$ cat config.mk
export PLATFORM = sky130hd
export DESIGN_NAME = fetch_unit
export DESIGN_NICKNAME = d
export VERILOG_FILES = /design/src/rtl/simple_pkg.sv /design/src/rtl/fetch_pc.sv /design/src/rtl/fetch_unit.sv
export SDC_FILE = /design/constraint.sdc
export NUM_CORES = 1
export LEC_CHECK = 0
export CORE_MARGIN = 1.5
export CORE_UTILIZATION = 44
export CTS_BUF_LIST = sky130_fd_sc_hd__clkbuf_8
export DETAILED_ROUTE_END_ITERATION = 10
export PLACE_DENSITY = 0.77
export SLEW_MARGIN = 20
export SYNTH_ARGS = -nofsm -noshare
export SYNTH_HDL_FRONTEND = slang
export SYNTH_SLANG_ARGS = --single-unit
$ cat constraint.sdc
create_clock -name clk -period 2 [get_ports clk]
set_input_delay 0.4 -clock clk [delete_from_list [all_inputs] [get_ports clk]]
set_output_delay 0.4 -clock clk [all_outputs]
set_load 0.05 [all_outputs]
$ cat src/rtl/simple_pkg.sv
// Shared definitions for the SIMPLE core: default widths, fetch FSM
// state encoding and opcode field constants used for HLT detection.
package simple_pkg;

   localparam int ADDR_W_DEF = 16;
   localparam int DATA_W_DEF = 16;

   typedef enum logic [2:0] {
      ST_IDLE  = 3'd0,
      ST_REQ   = 3'd1,
      ST_DROP  = 3'd2,
      ST_VALID = 3'd3,
      ST_HALT  = 3'd4
   } fetch_state_t;

   localparam logic [1:0] OP_ARITH = 2'b11;
   localparam logic [3:0] FN_HLT   = 4'b1111;

   // HLT is an arithmetic-class opcode with the all-ones function field.
   function automatic logic is_hlt(input logic [15:0] word);
      return (word[15:14] == OP_ARITH) && (word[7:4] == FN_HLT);
   endfunction

endpackage

$ cat src/rtl/fetch_pc.sv
// Program counter register: reset value, redirect load and post-fetch
// increment (wraps modulo 2^ADDR_W). Load has priority over increment.
module fetch_pc #(
   parameter int                ADDR_W   = 16,
   parameter logic [ADDR_W-1:0] RESET_PC = '0
) (
   input  logic              clk,
   input  logic              rst,
   input  logic              load,
   input  logic              inc,
   input  logic [ADDR_W-1:0] target,
   output logic [ADDR_W-1:0] pc
);

   // PC update: redirect beats sequential advance, otherwise hold.
   always_ff @(posedge clk or posedge rst) begin
      if (rst) begin
         pc <= RESET_PC;
      end else if (load) begin
         pc <= target;
      end else if (inc) begin
         pc <= pc + 1'b1;
      end
   end

endmodule

$ cat src/rtl/fetch_unit.sv
// Instruction fetch stage of the SIMPLE core. Issues single-word requests
// to instruction memory (req/ack), registers the returned word as
// `command` for decode (valid/ready) and accepts PC redirects.
// Optional HLT detection is enabled by defining HALT_DETECT_EN.
module fetch_unit
   import simple_pkg::*;
#(
   parameter int                ADDR_W   = ADDR_W_DEF,
   parameter int                DATA_W   = DATA_W_DEF,
   parameter logic [ADDR_W-1:0] RESET_PC = '0
) (
   input  logic              clk,
   input  logic              rst,
   input  logic              run,
   output logic              imem_req,
   output logic [ADDR_W-1:0] imem_addr,
   input  logic              imem_ack,
   input  logic [DATA_W-1:0] imem_rdata,
   output logic [DATA_W-1:0] command,
   output logic              command_valid,
   input  logic              command_ready,
   output logic [ADDR_W-1:0] pc_out,
   input  logic              pc_load,
   input  logic [ADDR_W-1:0] pc_target,
   output logic              halted
);

   fetch_state_t      state;
   fetch_state_t      state_next;
   logic [ADDR_W-1:0] pc;
   logic [ADDR_W-1:0] drop_addr;
   logic              capture;
   logic              hold_addr;

   // Every pc_load redirects the PC; a capture advances it by one.
   fetch_pc #(
      .ADDR_W   (ADDR_W),
      .RESET_PC (RESET_PC)
   ) u_pc (
      .clk    (clk),
      .rst    (rst),
      .load   (pc_load),
      .inc    (capture),
      .target (pc_target),
      .pc     (pc)
   );

   // State register.
   always_ff @(posedge clk or posedge rst) begin
      if (rst) begin
         state <= ST_IDLE;
      end else begin
         state <= state_next;
      end
   end

   // Next-state logic: redirect has priority, outstanding requests always complete.
   always_comb begin
      state_next = state;
      capture    = 1'b0;
      hold_addr  = 1'b0;
      case (state)
         ST_IDLE: begin
            if (run) begin
               state_next = ST_REQ;
            end
         end
         ST_REQ: begin
            if (pc_load) begin
               // Redirect with ack retires the old request and reissues
               // at once; without ack the old request must still finish.
               if (!imem_ack) begin
                  state_next = ST_DROP;
                  hold_addr  = 1'b1;
               end
            end else if (imem_ack) begin
               capture    = 1'b1;
               state_next = ST_VALID;
            end
         end
         ST_DROP: begin
            if (imem_ack) begin
               state_next = ST_REQ;
            end
         end
         ST_VALID: begin
            if (pc_load) begin
               state_next = ST_REQ;
            end else if (command_ready) begin
`ifdef HALT_DETECT_EN
               if (is_hlt(command[15:0])) begin
                  state_next = ST_HALT;
               end else begin
                  state_next = run ? ST_REQ : ST_IDLE;
               end
`else
               state_next = run ? ST_REQ : ST_IDLE;
`endif
            end
         end
`ifdef HALT_DETECT_EN
         ST_HALT: begin
            if (pc_load) begin
               state_next = ST_REQ;
            end
         end
`endif
         default: begin
            state_next = ST_IDLE;
         end
      endcase
   end

   // Address of a request being drained after a redirect, and the instruction register.
   always_ff @(posedge clk or posedge rst) begin
      if (rst) begin
         drop_addr <= '0;
         command   <= '0;
         pc_out    <= '0;
      end else begin
         if (hold_addr) begin
            drop_addr <= pc;
         end
         if (capture) begin
            command <= imem_rdata;
            pc_out  <= pc;
         end
      end
   end

   // Memory request outputs are state-decoded so they cannot move mid-transaction.
   always_comb begin
      imem_req  = 1'b0;
      imem_addr = '0;
      case (state)
         ST_REQ: begin
            imem_req  = 1'b1;
            imem_addr = pc;
         end
         ST_DROP: begin
            imem_req  = 1'b1;
            imem_addr = drop_addr;
         end
         default: begin
            imem_req  = 1'b0;
            imem_addr = '0;
         end
      endcase
   end

   assign command_valid = (state == ST_VALID);

`ifdef HALT_DETECT_EN
   assign halted = (state == ST_HALT);
`else
   assign halted = 1'b0;
`endif

endmodule

==> metrics.csv, run 1 <==
stage;metric;value;unit
worst_setup_path;R2R Path Start;state[1];
clock_tree;Clock Tree Buf Depth;2;
worst_setup_path;Worst Setup SP;state[1];
clock_tree;clock transition at the registers of the reported paths;0.08;ns
route;Initial DRT Pass Iterations;4;
die;full die area;0.00756;sq mm
worst_setup_path;Crit Path Category;flop to output pin;
clock_tree;latest clock arrival within the worst-skew pair;0.34;ns
yosys;Post-Syn Area;0.00310;sq mm
sta;Setup WS post-layout;-0.0224;ns
worst_setup_path;crit-path max FO;9;
placement;DP Wirelength;5.22;mm
placement;port bufs;87;
clock_tree;Hold Buf Count CTS;0;
power;maximum VDD drop;1.02;mV
yosys;post-synthesis sequential area ratio;53.3;%
sta;Final Hold Fails;0;
hold_path;Hold Path Class;flop to flop;
final_layout;# diodes;0;
sta;highest clock rate;494;MHz
clock_tree;CTS sink cnt;66;
final_layout;Multi-input gate area;0.00159;sq mm
sta;Fin Hold WS;0.490;ns
placement;RD Place Congestion;0.822;
route;Routed wire per std cell;16.8;um
yosys;simple-gate share of the synthesized area;12.7;%
route;Post-DRT Antenna Nets;0;
yosys;YS warnings;0;
die;Chip Width;86.9;um
sta;Clock Skews;0.00999;ns
worst_setup_path;CP endpoint kind;output pin;
route;number of remaining DRC errors;0;
sta;relative slew slack;65.4;%
sta;pin slew with the least headroom to its limit;0.517;ns
yosys;syn nets;319;
route;vias per inst;5.24;
die;num rows;30;
power;leakage power;2.10;nW
final_layout;most common cell after layout, fill and taps aside;clkdlybuf4s50_1;
yosys;complex-gate fraction of the synthesized area;9.73;%
global_routing;GRT Overall Usage;23.5;%
sta;RSZ-0062 raised after global routing;yes;
sta;# setup viols final;11;
route;initial drt markers;141;
sta;final cycle utilization of the critical path;101;%
final_layout;post-route insts no fill;492;
yosys;Cell variety after synth;35;
yosys;adder-cell share of the synthesized area;2.02;%
die;IO Pins;89;
final_layout;Reg area;0.00165;sq mm
power;Power, Total;9.33;mW
power;cell area power density;1850;mW/mm^2
sta;Pins Over Slew Limit;0;
outcome;status;finished with violations;
final_layout;Layout Nets;434;
clock_tree;CTS tree;yes;
clock_tree;CTS root buf;clkbuf_8;
worst_setup_path;r2r setup slk;0.11;ns
route;routed wire length;8.25;mm
worst_setup_path;nature of the critical path startpoint;flop;
worst_setup_path;Crit path arrival time;1.62;ns
yosys;synthesized area per cell;11.2;sq um
yosys;Yosys reg bits;66;
global_routing;vias in the first global route;2749;
job;max cap viols;0;
final_layout;FILL cells;446;
final_layout;most frequent cells in the layout;clkdlybuf4s50_1, dfrtp_1, mux2_2;
clock_tree;CTS buffer count;9;
placement;Post-Place Cells;468;
die;initial core utilization;45.6;%
final_layout;Layout area overhead;62.9;%
clock_tree;H-tree depth;3;
global_routing;pin count of the biggest net entering global routing;67;
yosys;multiplexer share of the synthesized area;14.9;%
yosys;Gate Count Post-Synth;276;
global_routing;first-pass GRT wire length;13.3;mm
hold_path;worst hold start;pc_out[13];
die;core area;0.00679;sq mm
yosys;Synth Area in XOR/XNOR;3.67;%
worst_setup_path;Data required, critical path;1.60;ns
yosys;main combinational cell family by area after synthesis;multiplexers;
global_routing;initial antenna violation count;0;
die;Die Y;86.9;um
route;Vias;2578;
global_routing;grt ovf;0;
final_layout;share of post-route cells with drive strength above 1;38.6;%
sta;crit path time final;2.02;ns
outcome;violated checks;negative setup slack;
==> metrics by stage <==
step / util [%] / instance area (sq um) / worst slack, ns / setup TNS [ns]
after global placement: 67.1 / 4560 / -0.0697 / -0.745
after CTS: 73.9 / 5020 / -0.0334 / -0.310
final: 74.3 / 5050 / -0.0224 / -0.119
after global routing: 74.3 / 5050 / -0.0833 / -1.04
after detailed placement: 67.1 / 4560 / -0.115 / -1.70
after floorplan: - / 3230 / 0.00702 / 0
==> worst paths after layout <==
check                      cells after the start            to
setup / recovery                               6  imem_addr[1]
hold / removal                                 2    pc_out[13]
setup reg to reg                               6   u_pc.pc[15]
hold reg to reg                                2    pc_out[13]
max in group asynchronous                      3    u_pc.pc[2]
min in group asynchronous                      3   command[12]
==> layer usage <==
metal	track usage, %	wire (um)
met1	29.7	3420
met4	11.0	136
met5	0	0
met2	39.0	4340
met3	4.27	358
==> kinds of logic after synthesis <==
kind of cell,after synthesis
simple gates,74
flops,66
compound gates,48
mux,41
buf+inv,28
xor+xnor,13
fa+ha+maj,5
other cells,1
==> sequential cells by signal (all words and copies together) (netlist names) <==
| name | cells |
|---|---|
| drop_addr | 16 |
| command | 16 |
| pc_out | 16 |
| u_pc.pc | 16 |
| state | 2 |
==> worst max-delay path: stages, from the launching register on <==
cell	delay, ns
dfrtp_1	0.40
buf_4	0.15
ha_4	0.17
buf_12	0.14
a22oi_2	0.19
nor2b_4	0.07
buf_12	0.15
==> Yosys cell counts, drive strengths merged <==
master | number | area [sq um]
dfrtp | 66 | 1650
mux2 | 40 | 450
nand2 | 28 | 105
o21ai | 23 | 115
nor2b | 18 | 113
a22oi | 16 | 120
clkbuf | 15 | 57.6
xnor2 | 11 | 96.3
inv | 8 | 30.0
nand3 | 6 | 30.0
nor2 | 6 | 22.5
ha | 5 | 62.6
buf | 4 | 21.3
nor3 | 4 | 20.0
nor4 | 4 | 25.0
a31oi | 3 | 18.8
nand4 | 3 | 33.8
a211oi | 2 | 15.0
xor2 | 2 | 17.5
a2111oi | 1 | 8.76
clkinv | 1 | 3.75
conb | 1 | 3.75
mux2i | 1 | 10.0
nand3b | 1 | 7.51
nor3b | 1 | 7.51
o211ai | 1 | 7.51
o31ai | 1 | 7.51
o41ai | 1 | 8.76
or3 | 1 | 11.3
or4 | 1 | 7.51
or4b | 1 | 10.0
==> power by group <==
| group | switching [mW] | internal [mW] |
|---|---|---|
| combinational | 3.10 | 2.62 |
| sequential | 0.345 | 1.87 |
| clock | 0.508 | 0.892 |
==> what timing repair did <==
item / in CTS / in global routing
pin swaps: 5 / 5
setup endpoints to repair: 17 / 20
resized for setup: 32 / 5
setup buffers: 6 / 1
gates cloned: 1 / 0
==> area by class of cell <==
| type | instances | share of cell area, % |
|---|---|---|
| Clock buffer | 11 | 3.00 |
| Clock inverter | 5 | 2.01 |
| Inverter | 9 | 0.744 |
| Multi-Input combinational cell | 182 | 31.5 |
| Sequential cell | 66 | 32.7 |
| Tap cell | 96 | 2.38 |
| Timing Repair Buffer | 123 | 27.6 |
Note: power is estimated with default switching activity, not from simulation.
==> inputs of run 2 (changes only) <==
--- a/config.mk
+++ b/config.mk
@@ -6,11 +6,12 @@
 export NUM_CORES = 1
 export LEC_CHECK = 0
 export CORE_MARGIN = 1.5
-export CORE_UTILIZATION = 44
+export CORE_UTILIZATION = 49
 export CTS_BUF_LIST = sky130_fd_sc_hd__clkbuf_8
 export DETAILED_ROUTE_END_ITERATION = 10
-export PLACE_DENSITY = 0.77
+export PLACE_DENSITY = 0.81
 export SLEW_MARGIN = 20
 export SYNTH_ARGS = -nofsm -noshare
 export SYNTH_HDL_FRONTEND = slang
+export SYNTH_HIERARCHICAL = 1
 export SYNTH_SLANG_ARGS = --single-unit
==> constraint.sdc (replaced) <==
create_clock -name clk -period 2.2 [get_ports clk]
set_input_delay 0.44 -clock clk [delete_from_list [all_inputs] [get_ports clk]]
set_output_delay 0.44 -clock clk [all_outputs]
set_load 0.05 [all_outputs]
==> run 2 against run 1 <==
  * The flow now finishes without violations
  * First-iteration DRC count is 3.5% higher
  * Critical path depth unchanged
  * Hold slack worse by 0.080 ns
  * Routed wire length down 7.4%
  * Sequential share of layout area up 2.4 points
  * Critical path type unchanged
  * Die area shrank 8.2%
  * Largest power group unchanged
  * Largest cell class unchanged
  * Via count decreased by 4.8%
==> metrics.csv, run 2 <==
stage;metric;value;unit;change
outcome;status;complete, no violations;;
yosys;asr flop ratio synth;100;%;unchanged
yosys;Synth Area in XOR/XNOR;3.88;%;+0.21 points
yosys;YS warnings;6;;+6
worst_setup_path;Data required, critical path;1.76;ns;+0.16 ns
placement;port bufs;87;;unchanged
power;cell area power density;1690;mW/mm^2;-8.7%
yosys;Post-synth EDFFs;0;;unchanged
final_layout;fin area;0.00470;sq mm;-6.8%
worst_setup_path;critical path cell sequence;inv_1 > ha_2 > buf_12 > a22oi_1 > nor2b_2 > buf_12;;
yosys;Yosys reg bits;66;;unchanged
global_routing;initial antenna violation count;0;;unchanged
yosys;synthesized area per cell;12.0;sq um;+6.6%
sta;Pins Over Slew Limit;0;;unchanged
global_routing;pin count of the biggest net entering global routing;35;;-48%
yosys;Gate Count Post-Synth;264;;-4.3%
hold_path;Hold Path Class;input port to asynchronous set/reset pin;;
yosys;Post-Syn Area;0.00316;sq mm;+1.9%
die;Die Y;83.3;um;-4.2%
route;routed wire length;7.64;mm;-7.4%
global_routing;grt ovf;0;;unchanged
placement;cell area after placement;0.00438;sq mm;-3.8%
yosys;most instantiated cells after synthesis;dfrtp_1, mux2_2, nand2_1, nor2b_1, a22oi_1;;
final_layout;# diodes;0;;unchanged
yosys;main combinational cell family by area after synthesis;multiplexers;;
global_routing;GRT Overall Usage;22.4;%;-1.1 points
worst_setup_path;CP peak stage delay;0.42;ns;+0.02 ns
final_layout;most frequent cells in the layout;clkdlybuf4s50_1, dfrtp_1, mux2_2;;
sta;crit path time final;2.16;ns;
route;initial drt markers;146;;+3.5%
yosys;syn nets;307;;-3.8%
worst_setup_path;CP endpoint kind;output pin;;
die;initial core utilization;50.3;%;+4.7 points
route;Post-DRT Antenna Nets;0;;unchanged
final_layout;FILL cells;401;;-10%
clock_tree;CTS root buf;clkbuf_8;;
global_routing;first-pass GRT wire length;12.1;mm;-9.0%
route;vias per inst;5.54;;+5.7%
clock_tree;Post-CTS Setup Repair Bufs;0;;-6
clock_tree;CTS buffer count;9;;unchanged
power;Int Power;4.60;mW;-14%
sta;Final Hold Fails;0;;unchanged
die;num rows;29;;-3.3%
worst_setup_path;slowest stage cell, crit path;dfrtp_1;;
clock_tree;latest clock arrival within the worst-skew pair;0.35;ns;about the same
yosys;adder-cell share of the synthesized area;1.98;%;-0.038 points
yosys;Cell variety after synth;30;;-14%
job;max cap viols;0;;unchanged
placement;DP Wirelength;5.23;mm;+0.10%
power;Clock power frac;17.0;%;+2.0 points
yosys;multiplexer share of the synthesized area;18.8;%;+3.9 points
power;NetSw;3.34;mW;-16%
clock_tree;CTS sink cnt;66;;unchanged
power;Seq pwr share;25.5;%;+1.8 points
sta;RSZ-0062 raised after global routing;yes;;
clock_tree;Clock Tree Buf Depth;2;;unchanged
yosys;largest cells by area after synthesis;dfrtp_1, mux2_2, a22oi_1;;
die;core area;0.00628;sq mm;-7.6%
worst_setup_path;nature of the critical path startpoint;flop;;
sta;pin slew with the least headroom to its limit;0.667;ns;+0.150 ns
yosys;most common cell in the netlist;dfrtp_1;;
route;number of remaining DRC errors;0;;unchanged
die;Chip Width;83.3;um;-4.2%
route;Initial DRT Pass Iterations;4;;unchanged
clock_tree;Hold Buf Count CTS;0;;unchanged
sta;relative slew slack;55.5;%;-9.9 points
power;Sw Share;42.0;%;-0.35 points
power;Gate power share;57.5;%;-3.8 points
sta;Clock Skews;0.00908;ns;-0.000916 ns
global_routing;vias in the first global route;2403;;-13%
worst_setup_path;Crit path arrival time;1.72;ns;+0.10 ns
die;IO Pins;89;;unchanged
final_layout;Layout area overhead;48.9;%;
clock_tree;H-tree depth;3;;unchanged
route;Routed wire per std cell;17.2;um;+2.8%
yosys;top cell type by total area after synthesis;dfrtp_1;;
worst_setup_path;Crit Path Category;flop to output pin;;
power;maximum VDD drop;1.07;mV;+4.5%
placement;RD Place Congestion;0.794;;-3.4%
yosys;post-synthesis sequential area ratio;52.3;%;-1.0 points
final_layout;share of post-route cells with drive strength above 1;34.2;%;-4.5 points
sta;Setup TNS;0;ns;+0.119 ns
die;full die area;0.00694;sq mm;-8.2%
clock_tree;clock transition at the registers of the reported paths;0.07;ns;about the same
yosys;complex-gate fraction of the synthesized area;7.41;%;-2.3 points
route;Vias;2454;;-4.8%
yosys;ys flop type;dfrtp_1;;
sta;final cycle utilization of the critical path;98.1;%;
final_layout;most common cell after layout, fill and taps aside;clkdlybuf4s50_1;;
sta;highest clock rate;463;MHz;
final_layout;Layout Nets;404;;-6.9%
worst_setup_path;crit-path max FO;19;;+10
clock_tree;CTS tree;yes;;
sta;# setup viols final;0;;-11
worst_setup_path;most used cell along the critical path;buf_12;;
yosys;simple-gate share of the synthesized area;12.2;%;-0.48 points
yosys;share of the synthesized area in the top cell type;52.3;%;-1.0 points
power;leakage power;1.97;nW;-6.5%
sta;Fin Hold WS;0.410;ns;-0.0800 ns
[run 2: cell types whose count changed after synthesis, moves of 3 or more]
| cell | before | now |
|---|---|---|
| a31oi_1 | 3 | 0 |
| nor2_1 | 6 | 3 |
| nor4_2 | 0 | 3 |
| o21ai_0 | 23 | 14 |
| nand2_1 | 28 | 21 |
| mux2_2 | 40 | 49 |
| xor2_1 | 2 | 5 |
| clkbuf_1 | 14 | 6 |
| buf_4 | 1 | 4 |
[run 2: power groups by stage]
stage / Sequential [mW] / Combinational [mW] / Clock [mW]
global placement: 1.99 / 4.41 / 0
floorplan: 2.99 / 1.81 / 0
detailed placement: 2.02 / 4.47 / 0
finish: 2.02 / 4.57 / 1.35
CTS: 2.01 / 4.50 / 1.37
global route: 2.08 / 4.75 / 1.42
[run 2: per-stage QoR]
stage	setup slack [ns]	util (%)	instances	total power, mW
4_1_cts	0.000383	74.2	442	7.89
6_report	0.0423	74.9	443	7.94
5_1_grt	-0.0487	74.9	443	8.25
2_1_floorplan	-0.0765	-	264	4.80
3_5_place_dp	-0.0423	69.8	426	6.49
3_3_place_gp	-0.00356	69.8	426	6.40
[run 2: metal layers]
layer | vias up | GRT usage [%] | routed length, um | part of all wire, %
li1 | 1123 | - | - | -
met1 | 1233 | 29.2 | 3160 | 41
met2 | 83 | 36.0 | 3900 | 51
met3 | 15 | 5.27 | 435 | 5.7
met4 | 0 | 9.24 | 148 | 1.9
met5 | - | 0 | 0 | 0
[run 2: kinds of logic (layout without fill, tap and decap cells)]
kind of cell,after synthesis,count (layout)
and+or+nand+nor,67,67
DFF,66,66
muxes,53,53
AOI/OAI and AO/OA,35,35
buffers and inverters,23,125
xor gates and xnor gates,14,14
adders and majority gates,5,5
other,1,1
[run 2: worst paths after layout]
path	from	end	slack, ns	cells after the start
max in group asynchronous	rst	u_pc/pc[3]	1.23	2
hold / removal	rst	command[5]	0.41	2
setup reg to reg	state[1]	u_pc/pc[15]	0.20	10
min in group clk	pc_out[5]	pc_out[5]	0.50	1
hold reg to reg	pc_out[5]	pc_out[5]	0.50	1
setup / recovery	state[1]	imem_addr[9]	0.04	6
[run 2: layout make-up]
class	instances	area (sq um)	share of cell area [%]
clock buffers	10	138	2.93
inverters	9	33.8	0.718
repair buffers	100	1160	24.8
flip-flops and latches	66	1650	35.1
clock inverters	6	129	2.74
well taps	77	96.3	2.05
multi-input cells	175	1490	31.7
[run 2: timing repair]
action / in CTS / in global routing
cloned: 0 / 1
gates resized for setup: 2 / 11
setup endpoints to repair: 5 / 15
[run 2: worst max-delay path, delay by kind of cell (launching register included)]
family	cells	cell delay, ns
buffers and inverters	3	0.42
adder cells (fa/ha/maj)	1	0.21
flip-flops	1	0.42
AND/OR/NAND/NOR	1	0.20
AO/OA/AOI/OAI	1	0.12
